## src/rtl/ccff_programmer.sv

```systemverilog
`default_nettype none
// ============================================================================
// Module   : ccff_programmer
// Purpose  : Serialises a byte stream (LSB first) into a configuration
//            flip-flop chain, one bit every DIV clock cycles, stopping after
//            exactly CHAIN_LEN bits. Tail bits read back from the chain are
//            folded into a running parity.
// Revision : 1.0 - initial release
// ----------------------------------------------------------------------------
// Ports
//   CK            in   clock
//   RST           in   synchronous reset, active low
//   START         in   one-cycle request to begin programming (IDLE only)
//   ABORT         in   cancels a run in progress (highest priority)
//   DIN[7:0]      in   bitstream byte, shifted LSB first
//   DIN_VALID     in   DIN holds a valid byte
//   DIN_READY     out  byte accepted on this cycle's edge if DIN_VALID=1
//   CCFF_HEAD     out  serial data into the chain head
//   CCFF_SHIFT_EN out  chain captures CCFF_HEAD on edges where this is high
//   CCFF_TAIL     in   serial data from the chain tail
//   BUSY          out  high whenever a run is in progress
//   DONE          out  one-cycle completion pulse
//   TAIL_PARITY   out  XOR of tail bits captured in the current/last run
// ============================================================================
module ccff_programmer #(
  parameter int CHAIN_LEN = 64,
  parameter int DIV       = 1
) (
  input  logic       CK,
  input  logic       RST,
  input  logic       START,
  input  logic       ABORT,
  input  logic [7:0] DIN,
  input  logic       DIN_VALID,
  output logic       DIN_READY,
  output logic       CCFF_HEAD,
  output logic       CCFF_SHIFT_EN,
  input  logic       CCFF_TAIL,
  output logic       BUSY,
  output logic       DONE,
  output logic       TAIL_PARITY
);

  localparam int                  c_cnt_w     = $clog2(CHAIN_LEN + 1);
  localparam logic [c_cnt_w-1:0]  c_last_cnt  = c_cnt_w'(CHAIN_LEN - 1);
  localparam logic [7:0]          c_wait_load = 8'(DIV - 1);

  typedef enum logic [2:0] {
    ST_IDLE   = 3'd0,
    ST_LOAD   = 3'd1,
    ST_SHIFT  = 3'd2,
    ST_WAIT   = 3'd3,
    ST_FINISH = 3'd4
  } state_t;

  state_t             r_state;
  logic [c_cnt_w-1:0] r_bit_cnt;   // bits shifted so far in this run
  logic [7:0]         r_byte;      // byte being serialised
  logic [2:0]         r_bit_idx;   // index of the bit currently on CCFF_HEAD
  logic [7:0]         r_wait_cnt;  // remaining WAIT cycles in this bit slot
  logic [2:0]         w_next_idx;

  assign w_next_idx = r_bit_idx + 3'd1;

  // All outputs are assigned for the state being entered, so they are pure
  // flops and line up cycle-for-cycle with the state they describe.
  always_ff @(posedge CK) begin
    if (!RST) begin
      r_state       <= ST_IDLE;
      r_bit_cnt     <= '0;
      r_byte        <= '0;
      r_bit_idx     <= '0;
      r_wait_cnt    <= '0;
      DIN_READY     <= 1'b0;
      CCFF_HEAD     <= 1'b0;
      CCFF_SHIFT_EN <= 1'b0;
      BUSY          <= 1'b0;
      DONE          <= 1'b0;
      TAIL_PARITY   <= 1'b0;
    end else if (ABORT && (r_state != ST_IDLE)) begin
      // Abort suppresses the parity update even on a shift cycle.
      r_state       <= ST_IDLE;
      DIN_READY     <= 1'b0;
      CCFF_SHIFT_EN <= 1'b0;
      BUSY          <= 1'b0;
      DONE          <= 1'b0;
    end else begin
      case (r_state)
        ST_IDLE: begin
          if (START && !ABORT) begin
            r_state     <= ST_LOAD;
            r_bit_cnt   <= '0;
            TAIL_PARITY <= 1'b0;
            DIN_READY   <= 1'b1;
            BUSY        <= 1'b1;
          end
        end

        ST_LOAD: begin
          if (DIN_VALID) begin
            r_state       <= ST_SHIFT;
            r_byte        <= DIN;
            r_bit_idx     <= 3'd0;
            CCFF_HEAD     <= DIN[0];
            CCFF_SHIFT_EN <= 1'b1;
            DIN_READY     <= 1'b0;
          end
        end

        ST_SHIFT: begin
          // The chain captures on this edge; fold in its tail bit.
          TAIL_PARITY   <= TAIL_PARITY ^ CCFF_TAIL;
          r_bit_cnt     <= r_bit_cnt + 1'b1;
          CCFF_SHIFT_EN <= 1'b0;
          if (r_bit_cnt == c_last_cnt) begin
            r_state <= ST_FINISH;
            DONE    <= 1'b1;
          end else if (DIV > 1) begin
            r_state    <= ST_WAIT;
            r_wait_cnt <= c_wait_load;
          end else if (r_bit_idx == 3'd7) begin
            r_state   <= ST_LOAD;
            DIN_READY <= 1'b1;
          end else begin
            r_bit_idx     <= w_next_idx;
            CCFF_HEAD     <= r_byte[w_next_idx];
            CCFF_SHIFT_EN <= 1'b1;
          end
        end

        ST_WAIT: begin
          if (r_wait_cnt == 8'd1) begin
            if (r_bit_idx == 3'd7) begin
              r_state   <= ST_LOAD;
              DIN_READY <= 1'b1;
            end else begin
              r_state       <= ST_SHIFT;
              r_bit_idx     <= w_next_idx;
              CCFF_HEAD     <= r_byte[w_next_idx];
              CCFF_SHIFT_EN <= 1'b1;
            end
          end else begin
            r_wait_cnt <= r_wait_cnt - 8'd1;
          end
        end

        ST_FINISH: begin
          r_state <= ST_IDLE;
          DONE    <= 1'b0;
          BUSY    <= 1'b0;
        end

        default: begin
          r_state       <= ST_IDLE;
          DIN_READY     <= 1'b0;
          CCFF_SHIFT_EN <= 1'b0;
          BUSY          <= 1'b0;
          DONE          <= 1'b0;
        end
      endcase
    end
  end

endmodule
`default_nettype wire

```

## config.mk

```make
export PLATFORM = sky130hd
export DESIGN_NAME = ccff_programmer
export DESIGN_NICKNAME = d
export VERILOG_FILES = /design/src/rtl/ccff_programmer.sv
export SDC_FILE = /design/constraint.sdc
export NUM_CORES = 1
export LEC_CHECK = 0
export BUFFER_PORTS_ARGS = -buffer_cell sky130_fd_sc_hd__buf_2
export CORE_MARGIN = 10
export CORE_UTILIZATION = 40
export DETAILED_ROUTE_END_ITERATION = 10
export GPL_TIMING_DRIVEN = 0
export PLACE_DENSITY = 0.67
export SLEW_MARGIN = 10
export SYNTH_ARGS = -nofsm -noshare
export SYNTH_HDL_FRONTEND = slang
export SYNTH_SLANG_ARGS = --single-unit
```

## constraint.sdc

```tcl
create_clock -name CK -period 2 [get_ports CK]
set_input_delay 0.4 -clock CK [delete_from_list [all_inputs] [get_ports CK]]
set_output_delay 0.4 -clock CK [all_outputs]
set_load 0.01 [all_outputs]
```

; ---- Word-level counts from Yosys, hierarchy flattened
; Index checks and enable logic that the tools add are counted.
[word_totals]
regBits = 35
inputBits = 14
out_inout_bits = 6
word_cells = 95
[op_classes]
addsub = 3
order_cmp = 1
eq_ne = 14
mux = 38
n_bitwise = 8
reduce_logical = 20
[op_table]
columns = cell, n
row1 = 3-bit two-way mux, 9
row2 = 1-bit two-way mux, 17
row3 = 7-bit one-hot mux with 2 select lines, 1
row4 = "2-bit != test, second input constant", 6
row5 = 3-bit one-hot mux with 4 select lines, 1
row6 = 5-bit AND reduction, 2
row7 = 3-bit one-hot mux with 3 select lines, 1
row8 = 3-bit AND reduction, 3
row9 = "8-bit by 1-bit equality test with 1-bit output, second input constant", 1
row10 = 4-bit AND reduction, 2
row11 = "8-bit by 1-bit subtractor with 8-bit output, second input constant", 1
row12 = "7-bit by 1-bit adder with 7-bit output, second input constant", 1
row13 = "7-bit by 6-bit equality test with 1-bit output, second input constant", 1
row14 = 7-bit two-way mux, 1
row15 = 1-bit NOT, 7
row16 = "3-bit by 2-bit equality test with 1-bit output, second input constant", 2
row17 = "3-bit equality test, second input constant", 2
row18 = 1-bit one-hot mux with 2 select lines, 3
row19 = 3-bit nonzero test, 2
row20 = 3-bit OR reduction, 2
row21 = 1-bit one-hot mux with 5 select lines, 1
row22 = "3-bit by 4-bit less-than comparator with 1-bit output, second input constant", 1
row23 = 1-bit one-hot mux with 4 select lines, 1
row24 = 2-bit AND reduction, 2
row25 = other kinds (12), 14

; ---- Depth between registers and ports, before layout
[logic_depth]
word_depth = 6
depth_mapped = 7
depth_no_buf = 7

; ---- Worst setup path after synthesis
; Ideal clock, no wire load.
[synth_path]
kind = register to register
from = reg r_wait_cnt[1]
to = reg r_wait_cnt[7]
setup_time_ns = 0.135
arrival_ns = 1.802
t_required_ns = 1.865
slack_ns = 0.063
stages_incl_launch_ff = 8
path_buffers = 0
period_less_slack_ns = 1.937
cell_sequence = dfxtp_1 > inv_1 > ha_1 > nor3b_2 > a2111oi_4 > nand3_1 > o311ai_0 > o41ai_1
[synth_via]
elab_chain_cells = 3
word_cells_on_any_way = 4
classes_between = add/sub: 1 / eq/ne: 1 / bitwise: 1 / reduce/logical: 1
[synth_lines]
columns = item, line
row1 = start: declaration, 60  ; logic [7:0] r_wait_cnt;
row2 = start signal: assignment, 120  ; r_wait_cnt <= c_wait_load;
row3 = start signal: assignment, 143  ; r_wait_cnt <= r_wait_cnt - 8'd1;
row4 = branches (longest 3 deep; another with 8-bit by 1-bit subtractor with 8-bit output), n/a
; Parallel ways; which one is timed is not known.
; A chain may end at the register's enable or synchronous reset.

; ---- Worst setup path after layout
[layout_path]
from = reg r_wait_cnt[1]
to = reg r_wait_cnt[4]
; Same word-level chain as after synthesis.

==> flow_summary.ini <==
[route]
detail_route.wl_per_cell_um = 14.1
ant_nets = 0
via_count = 1527
drc_errors = 0
avgViaCountPerCell = 5.45
routed_wl_um = 3960
first_iter_violations = 125
dr.pass1.iters = 4

[global_route]
grt.overflow.total = 0
grt_usage_pct = 10.7
grt_max_degree = 13
grt_pass1_vias = 1460
antenna_found_initial = 0
grt_pass1_wl_um = 6580

[sta]
fmax_mhz = 504
finalCriticalPeriod_ns = 1.99
rsz0062_at_grt = true
holdWs_ns = 0.361
drv_slew = 0
maxSlewHeadroom_pct = 63.8
period_share_pct = 99.3
final-hold-violation-count = 0
final.setup.tns_ns = 0
setup_viol = 0
worst_slew_pin_slew_ns = 0.542
clock_skew_ns = 0.00736

[worst_setup_path]
critPathCaptureType = flop
cpPeakStageDelay_ns = 0.54
r2r_start = r_wait_cnt[1]
crit_path_top_delay_cell = or4_1
crit_required_ns = 2.22
r2r_slack_ns = 0.01
arrival_ns = 2.21
r2r_cells = 7
cp_max_fo = 3
crit_chain = inv_2, ha_4, nor3b_4, a2111oi_4, nand2_2, or4_1, a21boi_1
worstSetupStartpointType = flop
r2r-end = r_wait_cnt[4]
crit_type = reg2reg

[layout]
antennaDiodeCount = 0
fillers = 415
drive_above_1_share_pct = 20.6
finalCoreUtilization_pct = 50.4
fin_nets = 247
syn_to_final_growth_pct = 21.4
finalNonFillerCells = 280

[die]
rows = 24
die-area_sq_mm = 0.00760
die_h_um = 87.2
core_area_sq_mm = 0.00435
initial_core_util_pct = 41.5
fp.dieW_um = 87.2
num_io_pins = 20

[synthesis]
yosysUniqueCellTypes = 49
yosys_warnings = 0
synth_area_leader_cell = dfxtp_1
synthFlopType = dfxtp_1
synthesis.nets = 216
syn_area_sq_mm = 0.00181
synth_top_area_share_pct = 38.8
netlist_top_cells_area = dfxtp_1 (39%), mux2i_1 (7.2%), nor2b_1 (4.5%), ha_1 (4.2%), nand2_1 (3.7%)
synth-edff-count = 0
async_flop_share_pct = 0
avgSynthCellArea_sq_um = 9.22
synth-seq-area-share_pct = 38.8
synth_cells = 196
synth_seq_cells = 35

[clocking]
clkLatencyLatePin_ns = 0.29
cts.htree.levels = 2
cts_hold_buf = 0
clock_path_buffers = 2
cts_tree = yes
cts.sinks = 35
clkTransAtPathRegs_ns = 0.08
numCtsBuffers = 5
cts_root_buffer = clkbuf_8

[placed_design]
io_buffers = 18
dp_hpwl_um = 2800
dp.cells = 266
place_congestion = 0.794

[job]
cap_violations = 0

[worst_hold_path]
timing.hold.worst.class = in2reg
holdCritStartpoint = DIN[6]
hold_depth = 3
min_to = r_byte[6]

[power]
ir_drop_mv = 0.357
leakagePower_uw = 0.000879
powerDensity_mw_per_mm2 = 748

[outcome]
run_status = finished, final reports clean
## worst max-delay path by stage
stage                          endpoint  depth (start not counted)     startpoint  slack (ns)
final                     r_wait_cnt[4]                          7  r_wait_cnt[1]        0.01
after global routing      r_wait_cnt[4]                          7  r_wait_cnt[1]       -0.06
after CTS                  r_bit_idx[2]                          6     r_state[1]        0.04
after detailed placement  r_wait_cnt[7]                          7  r_wait_cnt[1]       -0.12
after global placement    r_wait_cnt[7]                          7  r_wait_cnt[1]       -0.08
after floorplan           r_wait_cnt[7]                          7  r_wait_cnt[1]        0.06
## flip-flops by register name, indices dropped and copies added (netlist names)
| register | count |
|---|---|
| BUSY | 1 |
| CCFF_HEAD | 1 |
| CCFF_SHIFT_EN | 1 |
| DIN_READY | 1 |
| DONE | 1 |
| TAIL_PARITY | 1 |
| r_bit_cnt | 7 |
| r_bit_idx | 3 |
| r_byte | 8 |
| r_state | 3 |
| r_wait_cnt | 8 |
## critical path: cells and delay by family, from the launching register on
| kind | cells | cell delay (ns) |
|---|---|---|
| and+or+nand+nor | 3 | 0.80 |
| AOI/OAI and AO/OA | 2 | 0.58 |
| DFF | 1 | 0.35 |
| adders and majority gates | 1 | 0.15 |
| buffers and inverters | 1 | 0.06 |
## routing by layer
metal	global-route usage, %	wire, um
met5	0	0
met3	3.37	225
met1	12.7	1710
met4	5.36	81
met2	17.1	1940
## kinds of logic after synthesis
family / synth area share, %
simple gates: 25.0
fa+ha+maj: 4.16
compound gates: 14.5
flops: 38.8
buf+inv: 2.49
mux: 9.69
xor+xnor: 5.33
## layout make-up
class,instances,area (sq um),area share (%)
buffer,7,28.8,1.31
clock buffer,5,68.8,3.14
clock inverter,3,67.6,3.08
inverter,5,18.8,0.856
multi-input combinational,149,1100,50.3
sequential,35,702,32.0
tap,52,65.1,2.97
timing repair buffer,24,139,6.33
## report_power, final
part,switching (uW),internal [uW]
Sequential,13.2,712
Clock,271,497
Combinational,83.5,62.4
## Yosys cell counts, drive strengths merged (2+ instances only)
master,n
a211oi,3
a21oi,4
and2,5
and3,2
clkbuf,7
dfxtp,35
ha,6
inv,5
mux2i,13
mux4,2
nand2,19
nand2b,4
nand3,6
nand4,2
nor2,14
nor2b,13
nor3,5
nor3b,2
nor4,3
o211a,2
o211ai,2
o21ai,9
or3,2
or4,2
xnor2,5
xor2,6
## cells in the final DEF, fill, tap and decap left out, drive strengths merged, types with 2 or more instances in the layout
| cell type | instances |
|---|---|
| nor2b | 13 |
| or3 | 2 |
| o211a | 2 |
| nor3 | 5 |
| inv | 5 |
| clkbuf | 12 |
| mux2i | 13 |
| a21oi | 4 |
| xor2 | 6 |
| dfxtp | 35 |
| nor2 | 14 |
| o211ai | 2 |
| nand2b | 4 |
| nand4 | 2 |
| nor3b | 2 |
| nand3 | 6 |
| nor4 | 3 |
| buf | 24 |
| o21ai | 9 |
| xnor2 | 5 |
| or4 | 2 |
| ha | 6 |
| nand2 | 19 |
| and2 | 5 |
| and3 | 2 |
| a211oi | 3 |
| mux4 | 2 |
| bufinv | 2 |
## per-stage QoR
stage	power [uW]	setup slack (ns)	instance area, sq um
global route	1690	-0.0594	2190
CTS	1650	0.0384	2110
global placement	882	-0.0817	1960
finish	1640	0.0146	2190
detailed placement	883	-0.117	1960
floorplan	835	0.0628	1810
## what timing repair did
action,in CTS,in global routing
setup endpoints to repair,2,8
gates cloned,0,0
pin swaps,1,5
buffers inserted,2,4
gates resized for setup,0,15
(Power assumes the default switching activity.)
